[config.mk]
export PLATFORM = sky130hd
export DESIGN_NAME = or1200_vld_top
export DESIGN_NICKNAME = d
export VERILOG_FILES = /design/src/rtl/vld_pkg.sv /design/src/rtl/vld_bitbuf.sv /design/src/rtl/or1200_vld_top.sv
export SDC_FILE = /design/constraint.sdc
export NUM_CORES = 1
export LEC_CHECK = 0
export ABC_CLOCK_PERIOD_IN_PS = 8800
export BUFFER_PORTS_ARGS = -buffer_cell sky130_fd_sc_hd__clkbuf_2
export CORE_ASPECT_RATIO = 0.75
export CORE_MARGIN = 1.5
export CORE_UTILIZATION = 30
export DETAILED_ROUTE_END_ITERATION = 8
export GPL_ROUTABILITY_DRIVEN = 0
export PLACE_DENSITY = 0.5
export SETUP_SLACK_MARGIN = 0.2
export SLEW_MARGIN = 20
export SYNTH_ARGS = -nofsm -noshare
export SYNTH_HDL_FRONTEND = slang
export SYNTH_HIERARCHICAL = 1
export SYNTH_SLANG_ARGS = --single-unit
[constraint.sdc]
create_clock -name clk_i -period 8.8 [get_ports clk_i]
set_clock_uncertainty 0.15 [all_clocks]
set_input_delay 0.44 -clock clk_i [delete_from_list [all_inputs] [get_ports clk_i]]
set_output_delay 0.44 -clock clk_i [all_outputs]
set_load 0.01 [all_outputs]
[src/rtl/vld_pkg.sv]
// Shared types and constants for the JPEG variable-length bit reader.
package vld_pkg;

    typedef enum logic [1:0] {
        IDLE   = 2'd0,
        REQ    = 2'd1,
        FF_REQ = 2'd2,
        MARKER = 2'd3
    } vld_state_t;

    localparam logic [7:0] BYTE_FF      = 8'hFF;
    localparam logic [7:0] BYTE_STUFF   = 8'h00;
    localparam int         MAX_BITS     = 16;
    localparam int         SPR_ADDR_BIT = 1;

    // Requests above MAX_BITS read MAX_BITS bits.
    function automatic logic [4:0] clamp_bits(input logic [4:0] n);
        return (n > 5'(MAX_BITS)) ? 5'(MAX_BITS) : n;
    endfunction

endpackage

[src/rtl/vld_bitbuf.sv]
// MSB-first bit buffer: extract the top n bits and append one byte below the
// remaining bits, both in the same cycle if needed.
module vld_bitbuf #(
    parameter int BUF_W = 32
) (
    input  logic        clk_i,
    input  logic        rst_i,
    input  logic        clr_i,
    input  logic [7:0]  app_byte_i,
    input  logic        app_vld_i,
    input  logic [4:0]  ext_n_i,
    input  logic        ext_vld_i,
    output logic [15:0] top_o,
    output logic [5:0]  cnt_o
);

    logic [BUF_W-1:0] r_buf;
    logic [5:0]       r_cnt;

    logic [5:0]       w_n;
    logic [5:0]       w_cnt_ext;
    logic [BUF_W-1:0] w_buf_ext;
    logic [BUF_W-1:0] w_byte_al;

    // Bits below the count are always zero, so an over-long extract pads with
    // zeros and the append can simply OR the byte into place.
    assign w_n       = ext_vld_i ? {1'b0, ext_n_i} : 6'd0;
    assign w_cnt_ext = (r_cnt >= w_n) ? (r_cnt - w_n) : 6'd0;
    assign w_buf_ext = r_buf << w_n;
    assign w_byte_al = {app_byte_i, {(BUF_W-8){1'b0}}} >> w_cnt_ext;

    always_ff @(posedge clk_i) begin
        if (rst_i || clr_i) begin
            r_buf <= '0;
            r_cnt <= 6'd0;
        end else if (app_vld_i) begin
            r_buf <= w_buf_ext | w_byte_al;
            r_cnt <= w_cnt_ext + 6'd8;
        end else begin
            r_buf <= w_buf_ext;
            r_cnt <= w_cnt_ext;
        end
    end

    assign top_o = r_buf[BUF_W-1 -: 16];
    assign cnt_o = r_cnt;

endmodule

[src/rtl/or1200_vld_top.sv]
// JPEG bit reader for the OR1200: byte fetch with FF00 destuffing and marker
// detection, a CPU get-bit interlock, and a 2-bit SPR window.
//
//   state  | meaning
//   IDLE   | no request; fetch when buffer has room and no marker seen
//   REQ    | byte load outstanding at vld_addr_o
//   FF_REQ | previous byte was FF; fetching the byte that follows it
//   MARKER | FF + non-zero seen; fetching halted until SPR address write
module or1200_vld_top
    import vld_pkg::*;
#(
    parameter logic [31:0] BASE_ADDR = 32'h0383_c1d0,
    parameter int          BUF_W     = 32
) (
    input  logic        clk_i,
    input  logic        rst_i,
    input  logic        ack_i,
    input  logic [31:0] dat_i,
    input  logic        get_bit_op_i,
    input  logic [4:0]  num_bits_to_read_i,
    input  logic        spr_cs,
    input  logic        spr_write,
    input  logic [1:0]  spr_addr,
    input  logic [31:0] spr_dat_i,
    output logic [31:0] spr_dat_o,
    output logic        stall_cpu_o,
    output logic [31:0] vld_addr_o,
    output logic [31:0] dat_o,
    output logic        load_byte_o,
    output logic        marker_o
);

    localparam logic [5:0] FETCH_THR = 6'(BUF_W - 8);

    vld_state_t  r_state;
    logic        r_ff_seen;
    logic        r_pending;
    logic [4:0]  r_n;

    logic        w_spr_addr_wr;
    logic        w_ack;
    logic [7:0]  w_byte;
    logic        w_ext;
    logic        w_app;
    logic [7:0]  w_app_byte;
    logic [15:0] w_top;
    logic [5:0]  w_cnt;
    logic        w_unused;

    assign w_spr_addr_wr = spr_cs & spr_write & spr_addr[SPR_ADDR_BIT];
    assign w_ack         = load_byte_o & ack_i & ~w_spr_addr_wr;
    assign w_byte        = dat_i[7:0];
    assign w_ext         = r_pending & ((w_cnt >= {1'b0, r_n}) | marker_o);
    assign w_unused      = &{1'b0, dat_i[31:8], spr_addr[0]};

    always_comb begin
        w_app      = 1'b0;
        w_app_byte = w_byte;
        if (w_ack) begin
            if (r_ff_seen) begin
                if (w_byte == BYTE_STUFF) begin
                    w_app      = 1'b1;
                    w_app_byte = BYTE_FF;
                end
            end else if (w_byte != BYTE_FF) begin
                w_app = 1'b1;
            end
        end
    end

    vld_bitbuf #(.BUF_W(BUF_W)) u_bitbuf (
        .clk_i      (clk_i),
        .rst_i      (rst_i),
        .clr_i      (w_spr_addr_wr),
        .app_byte_i (w_app_byte),
        .app_vld_i  (w_app),
        .ext_n_i    (r_n),
        .ext_vld_i  (w_ext),
        .top_o      (w_top),
        .cnt_o      (w_cnt)
    );

    always_ff @(posedge clk_i) begin
        if (rst_i) begin
            r_state     <= IDLE;
            load_byte_o <= 1'b0;
            vld_addr_o  <= BASE_ADDR;
            marker_o    <= 1'b0;
            r_ff_seen   <= 1'b0;
        end else if (w_spr_addr_wr) begin
            r_state     <= IDLE;
            load_byte_o <= 1'b0;
            vld_addr_o  <= spr_dat_i;
            marker_o    <= 1'b0;
            r_ff_seen   <= 1'b0;
        end else begin
            case (r_state)
                IDLE: begin
                    if (w_cnt <= FETCH_THR && !marker_o) begin
                        load_byte_o <= 1'b1;
                        r_state     <= REQ;
                    end
                end
                REQ: begin
                    if (w_ack) begin
                        load_byte_o <= 1'b0;
                        vld_addr_o  <= vld_addr_o + 32'd1;
                        if (w_byte == BYTE_FF) begin
                            r_ff_seen <= 1'b1;
                            r_state   <= FF_REQ;
                        end else begin
                            r_state <= IDLE;
                        end
                    end
                end
                FF_REQ: begin
                    // Entered with the request low so it drops for a cycle.
                    if (!load_byte_o) begin
                        load_byte_o <= 1'b1;
                    end else if (w_ack) begin
                        load_byte_o <= 1'b0;
                        if (w_byte == BYTE_STUFF) begin
                            vld_addr_o <= vld_addr_o + 32'd1;
                            r_ff_seen  <= 1'b0;
                            r_state    <= IDLE;
                        end else begin
                            marker_o   <= 1'b1;
                            vld_addr_o <= vld_addr_o - 32'd1;
                            r_state    <= MARKER;
                        end
                    end
                end
                MARKER: begin
                    load_byte_o <= 1'b0;
                end
                default: begin
                    r_state     <= IDLE;
                    load_byte_o <= 1'b0;
                end
            endcase
        end
    end

    always_ff @(posedge clk_i) begin
        if (rst_i) begin
            r_pending <= 1'b0;
            r_n       <= 5'd0;
            dat_o     <= 32'd0;
        end else if (!r_pending) begin
            if (get_bit_op_i) begin
                r_pending <= 1'b1;
                r_n       <= clamp_bits(num_bits_to_read_i);
            end
        end else if (w_ext) begin
            dat_o     <= {16'd0, w_top >> (5'd16 - r_n)};
            r_pending <= 1'b0;
        end
    end

    assign stall_cpu_o = get_bit_op_i | r_pending;
    assign spr_dat_o   = spr_addr[SPR_ADDR_BIT] ? vld_addr_o
                                                : {25'd0, marker_o, w_cnt};

endmodule

=== Word level (Yosys, flattened, before mapping) ===
Cells that the tools add are included.

* Bits in registers: 97
* Bits of input ports: 77
* Output and inout bits: 99
* Logic and storage cells: 103

* Add/sub/neg operators: 5
* $lt $le $gt $ge: 4
* Equal/unequal tests: 14
* Shift operators: 3
* Mux-type cells: 40
* Bitwise operators: 11
* Reductions and logical operators: 16

{| class="wikitable"
|+ Operators with widths
! cell !! count
|-
| $mux 32 || 7
|-
| $pmux 32 s2 || 1
|-
| $add 32x1->32 const B || 1
|-
| $or 32x32->32 || 1
|-
| $shl 32x6->32 || 1
|-
| $shr 32x6->32 || 1
|-
| $sub 32x1->32 const B || 1
|-
| $mux 8 || 3
|-
| $mux 1 || 16
|-
| $shr 16x5->16 || 1
|-
| $mux 2 || 6
|-
| $mux 6 || 2
|-
| $ne 2x2->1 const B || 6
|-
| $mux 5 || 2
|-
| $ne 3x2->1 const B || 3
|-
| $eq 8x8->1 const B || 1
|-
| $logic_not 8->1 || 1
|-
| $ne 8x8->1 const B || 1
|-
| $reduce_and 4->1 || 2
|-
| $add 6x4->6 const B || 1
|-
| $ge 6x5->1 || 1
|-
| $ge 6x6->1 || 1
|-
| $le 6x5->1 const B || 1
|-
| $pmux 2 s3 || 1
|-
| other kinds (20) || 31
|}

=== Depth between registers and ports, before layout ===
Gate-level depths: netlist of run 1.

* Word-level depth: 9
* Gate-level depth with buffers: 25
* Gate-level depth less buffers: 21

=== Modules after synthesis ===
The synthesis of run 1 kept the hierarchy.

{| class="wikitable"
|+ By module, submodules not included
! module !! times used !! cells an instance !! area an instance (um^2) !! seq. area each (um^2)
|-
| or1200_vld_top || 1 || 640 || 4927.2 || 1181.1
|-
| vld_bitbuf || 1 || 482 || 3937.5 || 760.7
|}

=== Worst setup path after synthesis of run 1 ===
No wires, ideal clock.

* Path type: register to register
* Start point: register r_n[3]
* End point: register u_bitbuf.r_buf[2]
* Library setup time: 0.079 ns
* Arrival time: 4.759 ns
* Data required time: 8.571 ns
* Setup slack: 3.812 ns
* Stages on the path, launching flop included: 21
* Buffers on the path: 6
* Period minus slack after synthesis: 4.988 ns
* Path through: dfxtp_1 > clkbuf_1 > inv_1 > ha_1 > a211o_1 > o21ai_0 > o21a_1 > buf_1 > inv_2 > buf_2 > and2_1 > inv_1 > clkbuf_1 > buf_1 > ha_1 > or2_2 > o311a_1 > or4_1 > buf_2 > or2_4 > o221ai_2

* Cells in the longest elaborated chain, start to end: 9
* Elaborated cells on any way between the ends: 11
* Classes of those cells: 1 x add/sub; 2 x order compare; 2 x shift; 3 x mux; 3 x bitwise

{| class="wikitable"
|+ RTL lines
! item !! RTL line !! RTL
|-
| start, declared || or1200_vld_top.sv:38 || <nowiki>logic [4:0] r_n;</nowiki>
|-
| start signal, assigned || or1200_vld_top.sv:152 || <nowiki>r_n <= clamp_bits(num_bits_to_read_i);</nowiki>
|-
| $ge 6x5->1 * || or1200_vld_top.sv:53 || <nowiki>assign w_ext = r_pending & ((w_cnt >= {1'b0, r_n}) | marker_o);</nowiki>
|-
| $or 1x1->1 * || or1200_vld_top.sv:53 ||
|-
| $and 1x1->1 * || or1200_vld_top.sv:53 ||
|-
| via w_ext || or1200_vld_top.sv:43 || <nowiki>logic w_ext;</nowiki>
|-
| $mux 5 * || vld_bitbuf.sv:27 || <nowiki>assign w_n = ext_vld_i ? {1'b0, ext_n_i} : 6'd0;</nowiki>
|-
| $sub 6x6->6 or $ge 6x6->1 (tied branches) || vld_bitbuf.sv:28 || <nowiki>assign w_cnt_ext = (r_cnt >= w_n) ? (r_cnt - w_n) : 6'd0;</nowiki>
|-
| $mux 6 || vld_bitbuf.sv:28 ||
|-
| $shr 32x6->32 || vld_bitbuf.sv:30 || <nowiki>assign w_byte_al = {app_byte_i, {(BUF_W-8){1'b0}}} >> w_cnt_ext;</nowiki>
|-
| $or 32x32->32 || vld_bitbuf.sv:37 || <nowiki>r_buf <= w_buf_ext | w_byte_al;</nowiki>
|-
| $mux 32 * || vld_bitbuf.sv:36 || <nowiki>end else if (app_vld_i) begin</nowiki>
|-
| end signal, assigned || vld_bitbuf.sv:37 ||
|-
| end signal, assigned || vld_bitbuf.sv:40 || <nowiki>r_buf <= w_buf_ext;</nowiki>
|-
| end, declared || vld_bitbuf.sv:17 || <nowiki>logic [BUF_W-1:0] r_buf;</nowiki>
|}

Mark *: on every way through the listed nets, which the timed path passes. The rest lies on a longest branch.
A chain may end at the register's enable or synchronous reset.

=== Worst setup path in the final report of run 1 ===
* Start point: register r_n[1]
* End point: register u_bitbuf.r_buf[17]

Same word-level chain as after synthesis.

==> results.json, run 1 <==
{
  "min_path_cells": 3,
  "cts_buffer_depth": 2,
  "dp_cells": 1565,
  "ctsResizeCount": 0,
  "ir_drop_mv": 0.1115,
  "hold_viol_final": 0,
  "required_ns": 8.90,
  "setup_violations": 0,
  "total_power_w": 0.001852,
  "synth.distinct_cells": 93,
  "final_common_cell": "clkbuf_2",
  "p_clk_frac": 0.206,
  "synth_adder_area_share": 0.02908,
  "fillers": 3142,
  "worstMarginPinSlew_ns": 1.044,
  "cts_tree": "done",
  "dr_total_vias": 9060,
  "p_leak_nw": 3.706,
  "start_util": 0.3051,
  "r2r_cells": 16,
  "die_x_um": 201.5,
  "synth_flop_cell": "dfxtp_1",
  "seq_area_frac_synth": 0.2191,
  "regToRegSetupSlack_ns": 2.09,
  "cpMaxStageDelayCell": "clkinv_1",
  "yosys.area_share.simple": 0.2829,
  "drc": 0,
  "synth_top_family_by_area": "simple AND/OR/NAND/NOR gates",
  "pin_count": 176,
  "row_count": 54,
  "syn_avg_cell_area_um2": 7.901,
  "synthMuxAreaShare": 0.1588,
  "fin_crit_sh": 0.7622,
  "yosys_warnings": 6,
  "async_reset_ff_frac": 0,
  "drt_first_pass_iters": 6,
  "ctsHoldBuffers": 0,
  "slew_violations": 0,
  "sw_frac_of_total": 0.4565,
  "final_layout_size_suffix_gt1_frac": 0.2111,
  "grtUsageTotal": 0.1950,
  "grt_overflow": 0,
  "cts_buffers": 9,
  "clock_latency_ns": 0.36,
  "final_core_util": 0.3389,
  "hp-class": "input port to flop",
  "grt_pass1_wl_mm": 47.67,
  "p_sw_w": 0.0008452,
  "synth_edf_count": 0,
  "ys_seq_elements": 97,
  "clk_pin_slew_ns": 0.07,
  "htree_levels": 3,
  "p_seq_frac": 0.315,
  "max_slew_margin": 0.3002,
  "synth_compound_area_frac": 0.2095,
  "yosys.area.top_type_share": 0.2191,
  "nets": 1281,
  "design.die.area_um2": 30600,
  "synth_area_leaders": "dfxtp_1 22%, mux2i_1 7.1%, mux4_2 7.1%",
  "die_h_um": 151.9,
  "cp_max_fo": 25,
  "core_um2": 29050,
  "max-cap-violations": 0,
  "synth-xor-area-share": 0.01581,
  "fmax_mhz": 149.1,
  "antenna_found_initial": 0,
  "cts-root-buf": "clkbuf_16",
  "fin_area_um2": 9847,
  "p_comb_frac": 0.479,
  "antenna_left": 0,
  "criticalPathCategory": "flop to flop",
  "synthToLayoutAreaGrowth_pct": 11.08,
  "clock_sinks": 97,
  "layout_common_cells": "134 x clkbuf_2, 99 x nand2_1, 97 x dfxtp_1, 93 x nor2_1, 66 x a21oi_1",
  "wl_per_cell_um": 19.49,
  "start_kind": "flop",
  "grt_pass1_vias": 7967,
  "p_per_area_nw_per_um2": 188.0,
  "routed_wl_mm": 30.82,
  "cp_data_arrival_time_ns": 6.81,
  "synth_top_cell_by_area": "dfxtp_1",
  "tns_ns": 0,
  "max_stage_delay_ns": 0.71,
  "antenna_cells": 0,
  "post_cts_buffers": 0,
  "intPower_w": 0.001006,
  "portBuffers": 134,
  "grt_max_degree": 73,
  "endpoint_kind": "flop",
  "status": "complete, no violations",
  "hpwl_mm": 23.26,
  "first_iter_violations": 829,
  "fin_cells": 1581,
  "placedInstanceArea_um2": 9574,
  "synth_area_um2": 8865,
  "synth_cells": 1122,
  "crit_chain": "inv_1, ha_1, a21o_1, a21oi_1, o21a_1, inv_2, and2_1, clkinv_1, ha_1, nand3_2, o22a_2, a21oi_1, o221ai_1, o22ai_1, nor3_1, o31a_1",
  "rsz0062_at_grt": "no",
  "period_minus_slack_ns": 6.707,
  "viasPerCell": 5.731
}
-- routing by layer --
layer  vias to the layer above  wire, um  track usage  part of all wire
met2                       406     11920       0.2507              0.39
met5                         -         0            0                 0
met1                      4338     16100       0.3241              0.52
li1                       4290         -            -                 -
met3                        26      2507      0.03840             0.081
met4                         0       292      0.03198            0.0095
-- registers in the layout (all words and copies together), names as in the netlist --
name	flops
dat_o	16
u_bitbuf/r_buf	32
r_ff_seen	1
u_bitbuf/cnt_o	6
marker_o	1
load_byte_o	1
r_pending	1
r_state	2
r_n	5
vld_addr_o	32
-- worst max-delay path, delay by kind of cell (launching register included) --
kind | cells | cell delay [ns]
buffers and inverters | 3 | 1.33
AND/OR/NAND/NOR | 3 | 0.93
flip-flops | 1 | 0.67
AO/OA/AOI/OAI | 8 | 2.51
adder cells (fa/ha/maj) | 2 | 1.01
-- cell usage after synthesis, types with 7 or more instances --
cell	instances
o211ai_1	10
and3_1	17
nand4_1	21
mux4_2	28
xnor2_1	10
nand2_1	99
nand3_1	41
nor3_1	46
nand3b_1	7
mux2i_1	63
nand2b_1	14
ha_1	19
mux2_2	12
a311oi_1	10
a21oi_1	66
o22ai_1	25
a221oi_1	8
inv_1	32
or2_2	14
a32oi_1	7
a211oi_1	15
buf_4	38
a211o_1	7
nor2_1	93
o21a_1	8
o21ai_0	32
dfxtp_1	97
o21ai_1	10
nor4_1	16
or4_1	7
buf_1	12
clkbuf_1	38
or3_1	20
a31oi_1	13
buf_2	18
and2_1	32
-- power groups by stage --
stage                     Combinational [W]  Sequential (W)  Clock (W)
after detailed placement           0.000871        0.000592          0
after global placement             0.000871        0.000590          0
final                              0.000887        0.000584   0.000381
after global routing               0.000974        0.000594   0.000408
after floorplan                    0.000676        0.000561          0
after CTS                          0.000875        0.000582   0.000395
-- kinds of logic (layout without fill, tap and decap cells) --
group,after synthesis,after routing
compound gates,267,267
xor+xnor,16,16
fa+ha+maj,20,20
buf+inv,147,199
flops,97,97
mux,104,104
other cells,1,16
simple gates,470,470
-- area by class of cell --
type,instances,area (um2),share of cell area
Clock buffer,9,225.2,0.02287
Clock inverter,7,47.55,0.004828
Inverter,37,141.4,0.01436
Multi-Input combinational cell,893,6240,0.6337
Sequential cell,97,1942,0.1972
Tap cell,392,490.5,0.04981
Timing Repair Buffer,146,760.7,0.07726
-- path summary, 6_finish.rpt --
path,to,startpoint
worst min register to register,dat_o[11],dat_o[11]
worst max register to register,u_bitbuf/r_buf[17],r_n[1]
worst min-delay path,vld_addr_o[17],spr_dat_i[17]
worst max-delay path,u_bitbuf/r_buf[17],r_n[1]
-- through the flow --
| step | setup slack, ns | hold slack [ns] |
|---|---|---|
| after detailed placement | 2.221 | 0.2984 |
| after global placement | 2.230 | 0.2926 |
| after floorplan | 3.812 | 0.3261 |
| after global routing | 1.557 | 0.1512 |
| final | 2.093 | 0.1534 |
| after CTS | 2.169 | 0.1384 |
No activity file was read; power rests on OpenSTA's default activity.
==> run 2: changes to the inputs <==
--- a/config.mk
+++ b/config.mk
@@ -5,14 +5,14 @@
 export SDC_FILE = /design/constraint.sdc
 export NUM_CORES = 1
 export LEC_CHECK = 0
-export ABC_CLOCK_PERIOD_IN_PS = 8800
+export ABC_CLOCK_PERIOD_IN_PS = 5400
 export BUFFER_PORTS_ARGS = -buffer_cell sky130_fd_sc_hd__clkbuf_2
 export CORE_ASPECT_RATIO = 0.75
 export CORE_MARGIN = 1.5
 export CORE_UTILIZATION = 30
 export DETAILED_ROUTE_END_ITERATION = 8
 export GPL_ROUTABILITY_DRIVEN = 0
-export PLACE_DENSITY = 0.5
+export PLACE_DENSITY = 0.51
 export SETUP_SLACK_MARGIN = 0.2
 export SLEW_MARGIN = 20
 export SYNTH_ARGS = -nofsm -noshare
==> constraint.sdc (replaced) <==
create_clock -name clk_i -period 5.4 [get_ports clk_i]
set_clock_uncertainty 0.15 [all_clocks]
set_input_delay 0.27 -clock clk_i [delete_from_list [all_inputs] [get_ports clk_i]]
set_output_delay 0.27 -clock clk_i [all_outputs]
set_load 0.01 [all_outputs]
==> run 2 against run 1 <==
Utilization up 0.79 points. Register-to-register slack lost 1.5 ns. Clock power rose by 96%. Setup slack got worse by 1.5 ns. Global-route usage increased by 0.45 points. Combinational power increased by 66%. Critical path depth rose by 3. Non-clock buffer count grew 20. Cell count is 1.3% higher. Largest cell class unchanged. Highest routed layer unchanged.
==> results.json, run 2 (same netlist as run 1, synthesis figures left out) <==
{
  "tns_ns": 0,
  "cts-root-buf": "clkbuf_16",
  "endpoint_kind": "flop",
  "grt_max_degree": 72,
  "routed_wl_mm": 31.17,
  "ir_drop_mv": 0.1858,
  "viasPerCell": 5.647,
  "drt_first_pass_iters": 5,
  "placedInstanceArea_um2": 9642,
  "hold_ws_ns": 0.01086,
  "portBuffers": 134,
  "clk_pin_slew_ns": 0.09,
  "dr_total_vias": 9041,
  "synthToLayoutAreaGrowth_pct": 13.68,
  "die_x_um": 201.5,
  "grt_overflow": 0,
  "pin_count": 176,
  "slew_violations": 0,
  "layout_common_cells": "134 x clkbuf_2, 99 x nand2_1, 97 x dfxtp_1, 93 x nor2_1, 66 x a21oi_1",
  "top_regs": "u_bitbuf/r_buf x32, vld_addr_o x32, dat_o x16",
  "cts_buffer_depth": 2,
  "htree_levels": 3,
  "period_minus_slack_ns": 4.831,
  "row_count": 54,
  "antenna_left": 0,
  "fin_area_um2": 10080,
  "hpwl_mm": 23.63,
  "wl_per_cell_um": 19.47,
  "first_iter_violations": 1082,
  "r2r_cells": 19,
  "cp_data_arrival_time_ns": 4.91,
  "required_ns": 5.48,
  "wl_met3_mm": 2.565,
  "multi_input_area_um2": 6240,
  "hold_start": "spr_dat_i[12]",
  "hold_viol_final": 0,
  "setup.worst_path.start": "r_n[4]",
  "nets": 1301,
  "clock_sinks": 97,
  "p_leak_nw": 3.822,
  "final_layout_size_suffix_gt1_frac": 0.2142,
  "grtUsageTotal": 0.1995,
  "core_um2": 29050,
  "max-cap-violations": 0,
  "hp-class": "input port to flop",
  "worstMarginPinSlew_ns": 0.9451,
  "cts_buffers": 9,
  "cp_max_fo": 20,
  "fmax_mhz": 207.0,
  "cts_tree": "done",
  "setup_violations": 0,
  "drc": 0,
  "regToRegStartpoint": "r_n[4]",
  "final-seq-area_um2": 1942,
  "routed.top_layer": "met4",
  "status": "complete, no violations",
  "antenna_found_initial": 0,
  "fin_crit_sh": 0.8946,
  "start_kind": "flop",
  "wl_met2_mm": 12.04,
  "min_path_cells": 3,
  "die_h_um": 151.9,
  "design.die.area_um2": 30600,
  "clock_latency_ns": 0.37,
  "rsz0062_at_grt": "no",
  "grt_pass1_wl_mm": 48.63,
  "wl_met1_mm": 16.33,
  "post_cts_buffers": 0,
  "grt_pass1_vias": 8091,
  "max_slew_margin": 0.3676,
  "antenna_cells": 0,
  "criticalPathCategory": "flop to flop",
  "final_common_cell": "clkbuf_2",
  "p_per_area_nw_per_um2": 313.9,
  "start_util": 0.3051,
  "fillers": 3113
}
## run 2: cell types whose count changed in the layout (fill, tap and decap cells not counted), sizes merged
| cell | change |
|---|---|
| clkinvlp | -1 |
| buf | +9 |
| clkinv | -5 |
| inv | +3 |
| dlygate4sd3 | +11 |
| bufinv | +2 |
| clkbuf | +1 |
## run 2: power by group
part,switching (W),total [W],internal (W)
Clock,0.000333,0.000747,0.000414
Combinational,0.000934,0.00147,0.000540
Sequential,0.000136,0.000941,0.000805
Total,0.00140,0.00316,0.00176
## run 2: path summary, 6_finish.rpt
kind / to / slack (ns)
hold / removal: vld_addr_o[12] / 0.01
setup / recovery: u_bitbuf/r_buf[20] / 0.57
setup reg to reg: u_bitbuf/r_buf[20] / 0.57
hold reg to reg: dat_o[11] / 0.30
## run 2: worst max-delay path, stage by stage (launching register included)
cell,delay [ns]
dfxtp_1,0.47
inv_1,0.13
ha_1,0.32
a211o_1,0.12
o21ai_0,0.06
o21a_1,0.13
inv_2,0.30
nand2_1,0.14
inv_2,0.08
ha_1,0.16
inv_1,0.06
fa_1,0.50
a21oi_1,0.32
o22ai_4,0.17
nor2_4,0.17
or2_1,0.44
inv_4,0.14
nor2_1,0.34
a32oi_1,0.11
a21oi_1,0.36
## run 2: what timing repair did
action,CTS,global route
endpoints found under the hold margin,11,0
hold buffers,11,0
gates resized for setup,0,0
setup endpoints to repair,0,0
## run 2: layer usage
layer,global-route usage,up-vias
met5,0,-
met3,0.04440,16
met2,0.2547,390
met4,0.03483,0
met1,0.3291,4307
li1,-,4328
## run 2: through the flow
step	std cells	util	power [W]	setup slack, ns
final	1601	0.3469	0.003163	0.5689
after CTS	1601	0.3469	0.003151	0.6622
after global placement	1574	0.3319	0.002387	0.7089
after floorplan	1137	-	0.002015	0.4123
after global routing	1601	0.3469	0.003355	0.2244
after detailed placement	1574	0.3319	0.002394	0.7030
## run 2: area by class of cell
type	instances	area share
flip-flops and latches	97	0.1927
multi-input cells	893	0.6192
well taps	392	0.04867
inverters	37	0.01403
clock buffers	10	0.02272
repair buffers	166	0.09312
clock inverters	6	0.009560
==> run 3: changes to the inputs <==
--- a/config.mk
+++ b/config.mk
@@ -5,6 +5,7 @@
 export SDC_FILE = /design/constraint.sdc
 export NUM_CORES = 1
 export LEC_CHECK = 0
+export ABC_AREA = 1
 export ABC_CLOCK_PERIOD_IN_PS = 5400
 export BUFFER_PORTS_ARGS = -buffer_cell sky130_fd_sc_hd__clkbuf_2
 export CORE_ASPECT_RATIO = 0.75
==> run 3 against run 2 <==
Combinational power increased by 33%. Cell count increased by 35%. Utilization fell by 1.1 points. Routed wire length grew 10%. Area after synthesis up 8.2%. Via count grew 22%. Fmax grew 2.0%. Flip-flop and latch count is the same. First-iteration DRC count shrank 2.1%. Worst hold slack got worse by 0.0010 ns. Clock power fell by 9.6%.
==> results.json, run 3 <==
{
  "die_x_um": 209.5,
  "sw_frac_of_total": 0.5093,
  "grt_pass1_vias": 9489,
  "p_per_area_nw_per_um2": 341.7,
  "ys_seq_elements": 97,
  "synth.distinct_cells": 55,
  "row_count": 56,
  "final_core_util": 0.3355,
  "cts_tree": "done",
  "p_sw_w": 0.001833,
  "cts-root-buf": "clkbuf_16",
  "clk_pin_slew_ns": 0.08,
  "cp_max_fo": 24,
  "portBuffers": 134,
  "clock_latency_ns": 0.37,
  "fillers": 3590,
  "fin_crit_sh": 0.8773,
  "grt_pass1_wl_mm": 52.93,
  "antenna_cells": 0,
  "crit_family": "adder cells",
  "wl_per_cell_um": 15.93,
  "design.die.area_um2": 33070,
  "cts_buffer_depth": 2,
  "cts_buffers": 9,
  "criticalPathCategory": "flop to flop",
  "max_stage_delay_ns": 0.47,
  "top_regs": "u_bitbuf/r_buf x32, vld_addr_o x32, dat_o x16",
  "cpMaxStageDelayCell": "dfxtp_1",
  "viasPerCell": 5.108,
  "p_comb_frac": 0.544,
  "hpwl_mm": 26.38,
  "p_clk_frac": 0.188,
  "antenna_found_initial": 0,
  "core_um2": 31390,
  "synth_top_cell_by_area": "dfxtp_1",
  "drt_first_pass_iters": 5,
  "post_cts_buffers": 0,
  "r2r-end": "u_bitbuf/cnt_o[4]",
  "worstMarginPinSlew_ns": 1.116,
  "intPower_w": 0.001766,
  "routed_wl_mm": 34.35,
  "regToRegStartpoint": "r_n[3]",
  "synth_edf_count": 0,
  "r2r_cells": 22,
  "seq_area_frac_synth": 0.2024,
  "drc": 0,
  "yosys.area.top_type_share": 0.2024,
  "period_minus_slack_ns": 4.737,
  "max-cap-violations": 0,
  "pin_count": 176,
  "final_common_cell": "nand2_1",
  "hold_start": "spr_dat_i[8]",
  "start_kind": "flop",
  "tns_ns": 0,
  "endpoint_kind": "flop",
  "ir_drop_mv": 0.1959,
  "max_slew_margin": 0.2549,
  "final_layout_size_suffix_gt1_frac": 0.1309,
  "min_path_cells": 3,
  "crit_chain": "inv_1, ha_1, nand2_1, inv_1, o211ai_1, nand4_1, nand2_1, inv_2, nand2_2, inv_2, ha_1, inv_1, fa_1, inv_1, nand2_1, nand3_2, nand3_4, nand3_2, inv_1, ha_1, o21ai_0, a21oi_1",
  "synth_area_um2": 9594,
  "slew_violations": 0,
  "hold_viol_final": 0,
  "hp-class": "input port to flop",
  "async_reset_ff_frac": 0,
  "synth_flop_cell": "dfxtp_1",
  "cpMostUsedCell": "inv_1",
  "cp_data_arrival_time_ns": 4.85,
  "status": "complete, no violations",
  "total_power_w": 0.003599,
  "nets": 1842,
  "start_util": 0.3056,
  "die_h_um": 157.9,
  "yosys_warnings": 6,
  "p_seq_frac": 0.269,
  "layout_common_cells": "496 x nand2_1, 186 x nand3_1, 175 x inv_1, 153 x nor2_1, 134 x clkbuf_2",
  "synth_area_leaders": "dfxtp_1 20%, nand2_1 19%, nand3_1 9.7%",
  "critical_path_buf_inv_count": 7,
  "clock_sinks": 97,
  "required_ns": 5.51,
  "whs_endpoint": "vld_addr_o[8]",
  "regToRegSetupSlack_ns": 0.66,
  "antenna_left": 0,
  "htree_levels": 3,
  "setup_violations": 0,
  "first_iter_violations": 1059,
  "grtUsageTotal": 0.2036,
  "dr_total_vias": 11010,
  "grt_max_degree": 50,
  "synth_most_common_cell": "nand2_1",
  "fmax_mhz": 211.1,
  "synth_cells": 1694,
  "grt_overflow": 0,
  "ys_top_cells_by_count": "496 x nand2_1, 186 x nand3_1, 175 x inv_1",
  "rsz0062_at_grt": "no",
  "synthToLayoutAreaGrowth_pct": 9.768,
  "p_leak_nw": 5.076,
  "syn_avg_cell_area_um2": 5.664
}
==> run 3: changes by cell type after synthesis, moves of 30 or more <==
cell	change
inv_1	+143
o21ai_1	+47
nand2_1	+397
mux2i_1	-58
o21ai_0	+86
nor3_1	-30
nor2_1	+61
nand3_1	+145
==> run 3: stage by stage <==
stage          worst slack [ns]  hold slack, ns  cell area, um2  std cells
2_1_floorplan             1.508          0.2620            9651       1709
6_report                 0.6627        0.009855           10530       2156
4_1_cts                  0.5248        0.001665           10530       2156
3_5_place_dp             0.5334          0.2990           10210       2138
5_1_grt                  0.2529         0.02620           10530       2156
3_3_place_gp             0.6523          0.2994           10210       2138
==> run 3: worst max path at each step <==
| stage | from | to | slack [ns] | cells past startpoint |
|---|---|---|---|---|
| after floorplan | r_n[3] | u_bitbuf/cnt_o[4] | 1.51 | 21 |
| after global placement | r_n[3] | u_bitbuf/r_buf[10] | 0.65 | 24 |
| after detailed placement | r_n[3] | u_bitbuf/r_buf[10] | 0.53 | 24 |
| after CTS | r_n[3] | u_bitbuf/r_buf[10] | 0.52 | 24 |
| after global routing | r_n[3] | u_bitbuf/cnt_o[4] | 0.25 | 22 |
| final | r_n[3] | u_bitbuf/cnt_o[4] | 0.66 | 22 |
==> run 3: power by group through the flow <==
stage	sequential [W]	combinational (W)	clock (W)
3_3_place_gp	0.000980	0.00191	0
5_1_grt	0.000984	0.00221	0.000718
4_1_cts	0.000965	0.00194	0.000702
6_report	0.000968	0.00196	0.000675
3_5_place_dp	0.000982	0.00192	0
2_1_floorplan	0.000935	0.00154	0
==> run 3: final cells by class <==
type                       instances  area [um2]  share of cell area
tap                              406       508.0             0.04824
clock inverter                     7       70.07            0.006653
timing repair buffer             147       773.2             0.07342
sequential                        97        1942              0.1844
clock buffer                       9       225.2             0.02139
multi-input combinational       1300        6300              0.5982
inverter                         190       713.2             0.06772
==> run 3: worst min-delay path: cells and delay by family <==
| family | cells | cell delay, ns |
|---|---|---|
| buffers and inverters | 1 | 0.08 |
| AOI/OAI and AO/OA | 1 | 0.07 |
| and+or+nand+nor | 1 | 0.08 |
==> run 3: cells by family (layout without fill, tap and decap cells) <==
group	count (synthesis)	after routing	synth area share
and+or+nand+nor	938	938	0.4288
buffers and inverters	312	353	0.1471
AOI/OAI and AO/OA	311	311	0.1793
DFF	97	97	0.2024
adders and majority gates	20	20	0.02687
xor gates and xnor gates	10	10	0.009912
muxes	5	5	0.005217
other	1	16	0.0003909
==> run 3: what timing repair did <==
item,in CTS,in global routing
hold endpoints to repair,2,0
endpoints found under the setup margin,0,6
hold buffers,2,0
gates resized for setup,0,1
==> run 3: layer usage <==
| metal | up-vias | track usage | part of all wire |
|---|---|---|---|
| li1 | 5560 | - | - |
| met1 | 5020 | 0.3115 | 0.51 |
| met2 | 404 | 0.2973 | 0.41 |
| met3 | 29 | 0.03174 | 0.073 |
| met4 | 0 | 0.03734 | 0.011 |
| met5 | - | 0 | 0 |
